--- src/rtl/slurm16_pkg.sv ---
// Shared constants and types for the slurm16 memory subsystem.
package slurm16_pkg;

    localparam int unsigned BITS         = 16;
    localparam int unsigned ADDRESS_BITS = 16;

    // Fixed master assignment on the main memory arbiter
    localparam int unsigned PORT_CPU   = 0;
    localparam int unsigned PORT_GFX   = 1;
    localparam int unsigned PORT_AUDIO = 2;
    localparam int unsigned PORT_FLASH = 3;

    typedef enum logic [1:0] {
        StIdle    = 2'd0,
        StAccess  = 2'd1,
        StRespond = 2'd2
    } state_e;

endpackage

--- src/rtl/slurm16_rr_select.sv ---
// Round-robin picker: first valid port after last_grant_i, wrapping modulo N_PORTS.
module slurm16_rr_select #(
    parameter int unsigned N_PORTS = 4
) (
    input  logic [N_PORTS-1:0] valid_i,
    input  logic [1:0]         last_grant_i,
    output logic               found_o,
    output logic [1:0]         index_o
);

    logic [3:0] valid_pad;
    logic [1:0] idx;
    logic       hit;
    logic [1:0] hit_idx;

    // Scan ports last_grant+1 .. last_grant+N_PORTS; unused upper ports stay zero
    always_comb begin
        valid_pad = 4'(valid_i);
        idx       = 2'd0;
        hit       = 1'b0;
        hit_idx   = 2'd0;
        for (int unsigned k = 1; k <= N_PORTS; k++) begin
            idx = 2'((32'(last_grant_i) + k) % N_PORTS);
            if (!hit && valid_pad[idx]) begin
                hit     = 1'b1;
                hit_idx = idx;
            end
        end
        found_o = hit;
        index_o = hit_idx;
    end

endmodule

--- src/rtl/slurm16_memory_arbiter.sv ---
// Round-robin arbiter sharing one synchronous-read memory between up to four masters.
module slurm16_memory_arbiter
    import slurm16_pkg::*;
#(
    parameter int unsigned BITS         = slurm16_pkg::BITS,
    parameter int unsigned ADDRESS_BITS = slurm16_pkg::ADDRESS_BITS,
    parameter int unsigned N_PORTS      = 4
) (
    input  logic                            CLK,
    input  logic                            RSTb,
    input  logic [N_PORTS-1:0]              req_valid,
    input  logic [N_PORTS-1:0]              req_wr,
    input  logic [N_PORTS*ADDRESS_BITS-1:0] req_address,
    input  logic [N_PORTS*BITS-1:0]         req_data,
    output logic [N_PORTS-1:0]              req_ready,
    output logic [BITS-1:0]                 rdata,
    output logic [ADDRESS_BITS-1:0]         mem_address,
    output logic [BITS-1:0]                 mem_wdata,
    output logic                            mem_en,
    output logic                            mem_wr,
    input  logic [BITS-1:0]                 mem_rdata,
    output logic                            busy
);

    state_e               state_q, state_d;
    logic [1:0]           grant_q, last_grant_q;
    logic                 grant_latch;
    logic [N_PORTS-1:0]   ready_q, ready_d;
    logic [N_PORTS-1:0]   grant_onehot;
    logic [N_PORTS-1:0]   cand_valid;
    logic                 sel_found;
    logic [1:0]           sel_index;
    logic [3:0]           wr_pad;

    // Candidate set: the master being acknowledged in RESPOND may not win again
    always_comb begin
        grant_onehot = N_PORTS'(1) << grant_q;
        cand_valid   = (state_q == StRespond) ? (req_valid & ~grant_onehot) : req_valid;
    end

    slurm16_rr_select #(
        .N_PORTS (N_PORTS)
    ) u_rr_select (
        .valid_i      (cand_valid),
        .last_grant_i (last_grant_q),
        .found_o      (sel_found),
        .index_o      (sel_index)
    );

    // State, grant and ready registers
    always_ff @(posedge CLK or negedge RSTb) begin
        if (!RSTb) begin
            state_q      <= StIdle;
            grant_q      <= 2'(PORT_CPU);
            last_grant_q <= 2'(N_PORTS - 1);
            ready_q      <= '0;
        end else begin
            state_q <= state_d;
            ready_q <= ready_d;
            if (grant_latch) begin
                grant_q      <= sel_index;
                last_grant_q <= sel_index;
            end
        end
    end

    // Next-state logic; ready is loaded while leaving ACCESS so it is high in RESPOND
    always_comb begin
        state_d     = state_q;
        grant_latch = 1'b0;
        ready_d     = '0;
        unique case (state_q)
            StIdle: begin
                if (sel_found) begin
                    state_d     = StAccess;
                    grant_latch = 1'b1;
                end
            end
            StAccess: begin
                state_d = StRespond;
                ready_d = grant_onehot;
            end
            StRespond: begin
                if (sel_found) begin
                    state_d     = StAccess;
                    grant_latch = 1'b1;
                end else begin
                    state_d = StIdle;
                end
            end
            default: state_d = StIdle;
        endcase
    end

    // Memory-side mux from the grant register; read data is a straight pass-through
    always_comb begin
        wr_pad      = 4'(req_wr);
        mem_en      = (state_q == StAccess);
        mem_wr      = mem_en & wr_pad[grant_q];
        busy        = (state_q != StIdle);
        mem_address = req_address[int'(grant_q) * ADDRESS_BITS +: ADDRESS_BITS];
        mem_wdata   = req_data[int'(grant_q) * BITS +: BITS];
        rdata       = mem_rdata;
    end

    assign req_ready = ready_q;

endmodule

--- config.mk ---
export PLATFORM = sky130hd
export DESIGN_NAME = slurm16_memory_arbiter
export DESIGN_NICKNAME = d
export VERILOG_FILES = /design/src/rtl/slurm16_pkg.sv /design/src/rtl/slurm16_rr_select.sv /design/src/rtl/slurm16_memory_arbiter.sv
export SDC_FILE = /design/constraint.sdc
export NUM_CORES = 1
export LEC_CHECK = 0
export CAP_MARGIN = 20
export CORE_ASPECT_RATIO = 0.6
export CORE_MARGIN = 10
export CORE_UTILIZATION = 24
export CTS_CLUSTER_SIZE = 14
export DETAILED_ROUTE_END_ITERATION = 12
export PLACE_DENSITY = 0.83
export SLEW_MARGIN = 20
export SYNTH_ARGS = -nofsm -noshare
export SYNTH_HDL_FRONTEND = slang
export SYNTH_HIERARCHICAL = 1
export SYNTH_SLANG_ARGS = --single-unit
--- constraint.sdc ---
create_clock -name CLK -period 2.28 [get_ports CLK]
set_input_delay 0.57 -clock CLK [delete_from_list [all_inputs] [get_ports CLK]]
set_output_delay 0.57 -clock CLK [all_outputs]
set_load 0.01 [all_outputs]
==> results.md <==
- Setup violations remaining at the end of the flow were counted as 0.
- The number of hold-slack violations in the final timing report is 0.
- IR analysis of the VDD net gives a maximum drop of 357 µV.
- TritonCTS created 3 clock buffers.
- The tree is rooted in a sky130_fd_sc_hd__clkbuf_8.
- The critical path start-end classification is input port to output pin.
- In this run the tool buffered the top-level ports with 176 buffer cells.
- Power comes to 3.01 mW.
- The cell count after synthesis is 104.
- The number of buffers and inverters on the critical path is 2.
- The number of max-capacitance violations reported is 0.
- The net count after synthesis is 258.
- Of the total power, the share spent switching nets is 0.375.
- At the later pin of the worst-skew pair, clock insertion delay measures 230 ps.
- A synthesized cell averages 13.5 µm².
- In this run the horizontal extent of the chip is 119 µm.
- The via count of the first global-routing pass is 1993.
- Of the total power, registers draw 0.112.
- Of all flip-flops after synthesis, the portion carrying an async set or reset was 1.00.
- In this run the worst path has a maximum fanout of 1.
- For this run, the register share of the synthesized area comes to 0.180.
- At the worst endpoint, the arrival time is 1700 ps.
- The top cell family by delay on the critical path is buffers and inverters.
- The synthesized netlist contains 25 unique library cells.
- The clock arrives with 1.99 ps of skew.
- The global-route wire length before repair is 11400 µm.
- STA classifies the critical path endpoint as an output pin.
- Walking the worst path, the cells encountered are clkdlybuf4s50_1 > mux4_2 > clkdlybuf4s15_2.
- Hold timing on the final database bottoms out at a slack of 587 ps.
- The leakage dissipation is 1.28 nW.
- Summing all multi-input logic gate instances after layout gives 966 µm².
- The most used flip-flop cell after synthesis is sky130_fd_sc_hd__dfrtp_1.
- The floorplan step defined a core boundary enclosing 5620 µm².
- The power per cell area is 941 nW/µm².
- The register cell area after layout is 254 µm².
- Summed over all nets, the switching power comes to 1.13 mW.
- After synthesis the netlist holds a flip-flop and latch count of 10.
- The area added between synthesis and finish is 127%.
- The combinational group share of total power is 0.816.
- Clock-pin slew was measured on the worst setup and hold paths at 50 ps.
- The CTS H-tree depth is 1.
- On the worst path, the slowest cell contributes a delay of 460 ps.
- The summed instance area of the synthesized netlist is 1410 µm².
- The height of the chip is 79.3 µm.
- The number of top-level pins is 209.
- The all-layer global routing usage is 0.152.
- The proportion of layout cells with a drive suffix above 1 is 0.326.
- After floorplanning, the core was divided into 21 placement rows.
- Setup repair after global routing could not meet its margin everywhere.
- The shortest clock period the worst path allows after layout is 2270 ps.
- The achievable frequency is 441 MHz.
- For the pin with the worst max-slew slack, the measured transition is 449 ps.
- The worst setup path is launched from an input port.
- Wires add up to 7470 µm.
- Headroom to the max-slew limit came out at 0.700.
- The min-delay analysis places its worst path in the category flip-flop to flip-flop.
- Of the total power, the clock network draws 0.073.
- The filler cells instantiated in the layout total 516.
- Counting flops with a built-in enable in the synthesized netlist gives 0.
- The die covers 9420 µm².
- The vias after detailed routing is 1663.
- The detailed router finished its first iteration with 44 violations.
- The slowest stage of the critical path is the sky130_fd_sc_hd__mux4_2 cell.
- The HPWL after detailed placement is 6700 µm.
- The initial antenna violation count is 0.
- The effective utilization at floorplan is 0.250.
- The clock tree from TritonCTS is built.
- The longest clock path from root to sink contains 2 buffers.
- The library cell used most frequently in the layout, excluding fill and tap cells, is sky130_fd_sc_hd__clkdlybuf4s50_1.
- Leaving out fill and tap cells, the most frequent cells in the layout are 139 x sky130_fd_sc_hd__clkdlybuf4s50_1, 33 x sky130_fd_sc_hd__mux4_2, 17 x sky130_fd_sc_hd__clkbuf_2.
- The number of antenna diodes in the final layout is 0.
- The max-slew violation count is 0.
- The sum of overflow across all layers after global routing is 0.
- Internal power comes to 1.88 mW.
- The DRC violation count after routing is 0.
- The remaining antenna violation count after routing is 0.
- The pre-antenna-repair detailed-routing pass consisted of 4 iterations.
- Dividing the detail-routed via count by the number of cells gives 4.75.
- For this run, the share of the core covered by cells in the final layout is 0.568.
- The total number of clock tree sinks is 10.
- The average wire per standard cell is 21.3 µm.
- The largest net degree at the start of global routing is 22.
- The share of the clock period used by the worst path after layout is 0.994.
- The flow ran to the end, and the final reports show no timing, DRC or antenna violations.
- The required time at the endpoint of the critical path is 1710 ps.
- The number of nets at the end of the flow is 425.
- The count of synthesis-stage warnings from yosys is 6.
- The final weighted congestion in routability-driven placement is 0.859.
-- registers in the layout, summed over array words and instances (netlist names) --
name          cells
req_ready         4
grant_q           2
last_grant_q      2
state_q           2
-- synth_stat cells, types with 2 or more instances --
master	number	share of area
sky130_fd_sc_hd__nand2_1	2	0.0053
sky130_fd_sc_hd__o31a_1	3	0.019
sky130_fd_sc_hd__buf_1	2	0.0053
sky130_fd_sc_hd__dfstp_2	2	0.037
sky130_fd_sc_hd__buf_2	2	0.0071
sky130_fd_sc_hd__nor2_1	3	0.0080
sky130_fd_sc_hd__inv_1	5	0.013
sky130_fd_sc_hd__nand2b_1	5	0.022
sky130_fd_sc_hd__buf_4	18	0.096
sky130_fd_sc_hd__mux2_2	4	0.032
sky130_fd_sc_hd__a21oi_1	2	0.0071
sky130_fd_sc_hd__clkbuf_1	2	0.0053
sky130_fd_sc_hd__nor3_1	3	0.011
sky130_fd_sc_hd__dfrtp_1	8	0.14
sky130_fd_sc_hd__mux4_2	33	0.53
-- layout make-up --
class,count,area share
sequential,10,0.0795
timing repair buffer,187,0.564
inverter,5,0.00588
clock buffer,4,0.0172
tap,80,0.0313
multi-input combinational,64,0.302
-- what timing repair did --
action                                  CTS  global route
gates cloned                              1             0
resized for setup                        84            28
pin swaps                                 1             1
endpoints found under the setup margin   33            23
hold buffers                              0             0
setup buffers                             3             0
-- power by group through the flow --
stage / sequential, mW / clock (mW) / combinational, mW
6_report: 0.335 / 0.218 / 2.45
3_3_place_gp: 0.352 / 0 / 2.58
2_1_floorplan: 0.332 / 0 / 1.35
3_5_place_dp: 0.355 / 0 / 2.61
5_1_grt: 0.350 / 0.236 / 2.65
4_1_cts: 0.338 / 0.227 / 2.60
-- cells by family (layout without fill, tap and decap cells) --
kind of cell,Yosys count,after routing,share of synthesized area
compound gates,9,9,0.0525
buf+inv,30,196,0.135
flops,10,10,0.180
mux,38,38,0.568
simple gates,17,17,0.0650
-- tightest hold or removal path, stage by stage (launching register included) --
cell and delay (ps):
sky130_fd_sc_hd__dfrtp_2 370, sky130_fd_sc_hd__buf_4 130, sky130_fd_sc_hd__nor3_1 50
-- metal layers --
| metal | GRT usage | vias up | part of all wire |
|---|---|---|---|
| met5 | 0 | - | 0 |
| met4 | 0.0388 | 0 | 0.013 |
| met3 | 0.0742 | 6 | 0.11 |
| met2 | 0.259 | 110 | 0.49 |
| met1 | 0.169 | 807 | 0.39 |
| li1 | - | 740 | - |
-- stage by stage --
step           setup slack [ps]  cells  setup TNS [ps]  area (µm²)
2_1_floorplan               484    104               0        1410
3_3_place_gp               -359    342           -7570        3190
3_5_place_dp               -368    342           -7960        3190
4_1_cts                   0.570    350               0        3290
5_1_grt                   -1.21    350           -1.21        3190
6_report                   12.6    350               0        3190
-- final timing paths --
kind / start / end / slack (ps) / cells past startpoint
worst max-delay path: req_data[16] / mem_wdata[0] / 10 / 3
min in group asynchronous: RSTb / grant_q[1] / 650 / 1
worst max register to register: grant_q[0] / grant_q[0] / 350 / 9
max in group asynchronous: RSTb / last_grant_q[0] / 1290 / 1
worst min-delay path: grant_q[0] / req_ready[0] / 590 / 2
worst min register to register: grant_q[0] / req_ready[0] / 590 / 2
Note: power is estimated with default switching activity, not from simulation.
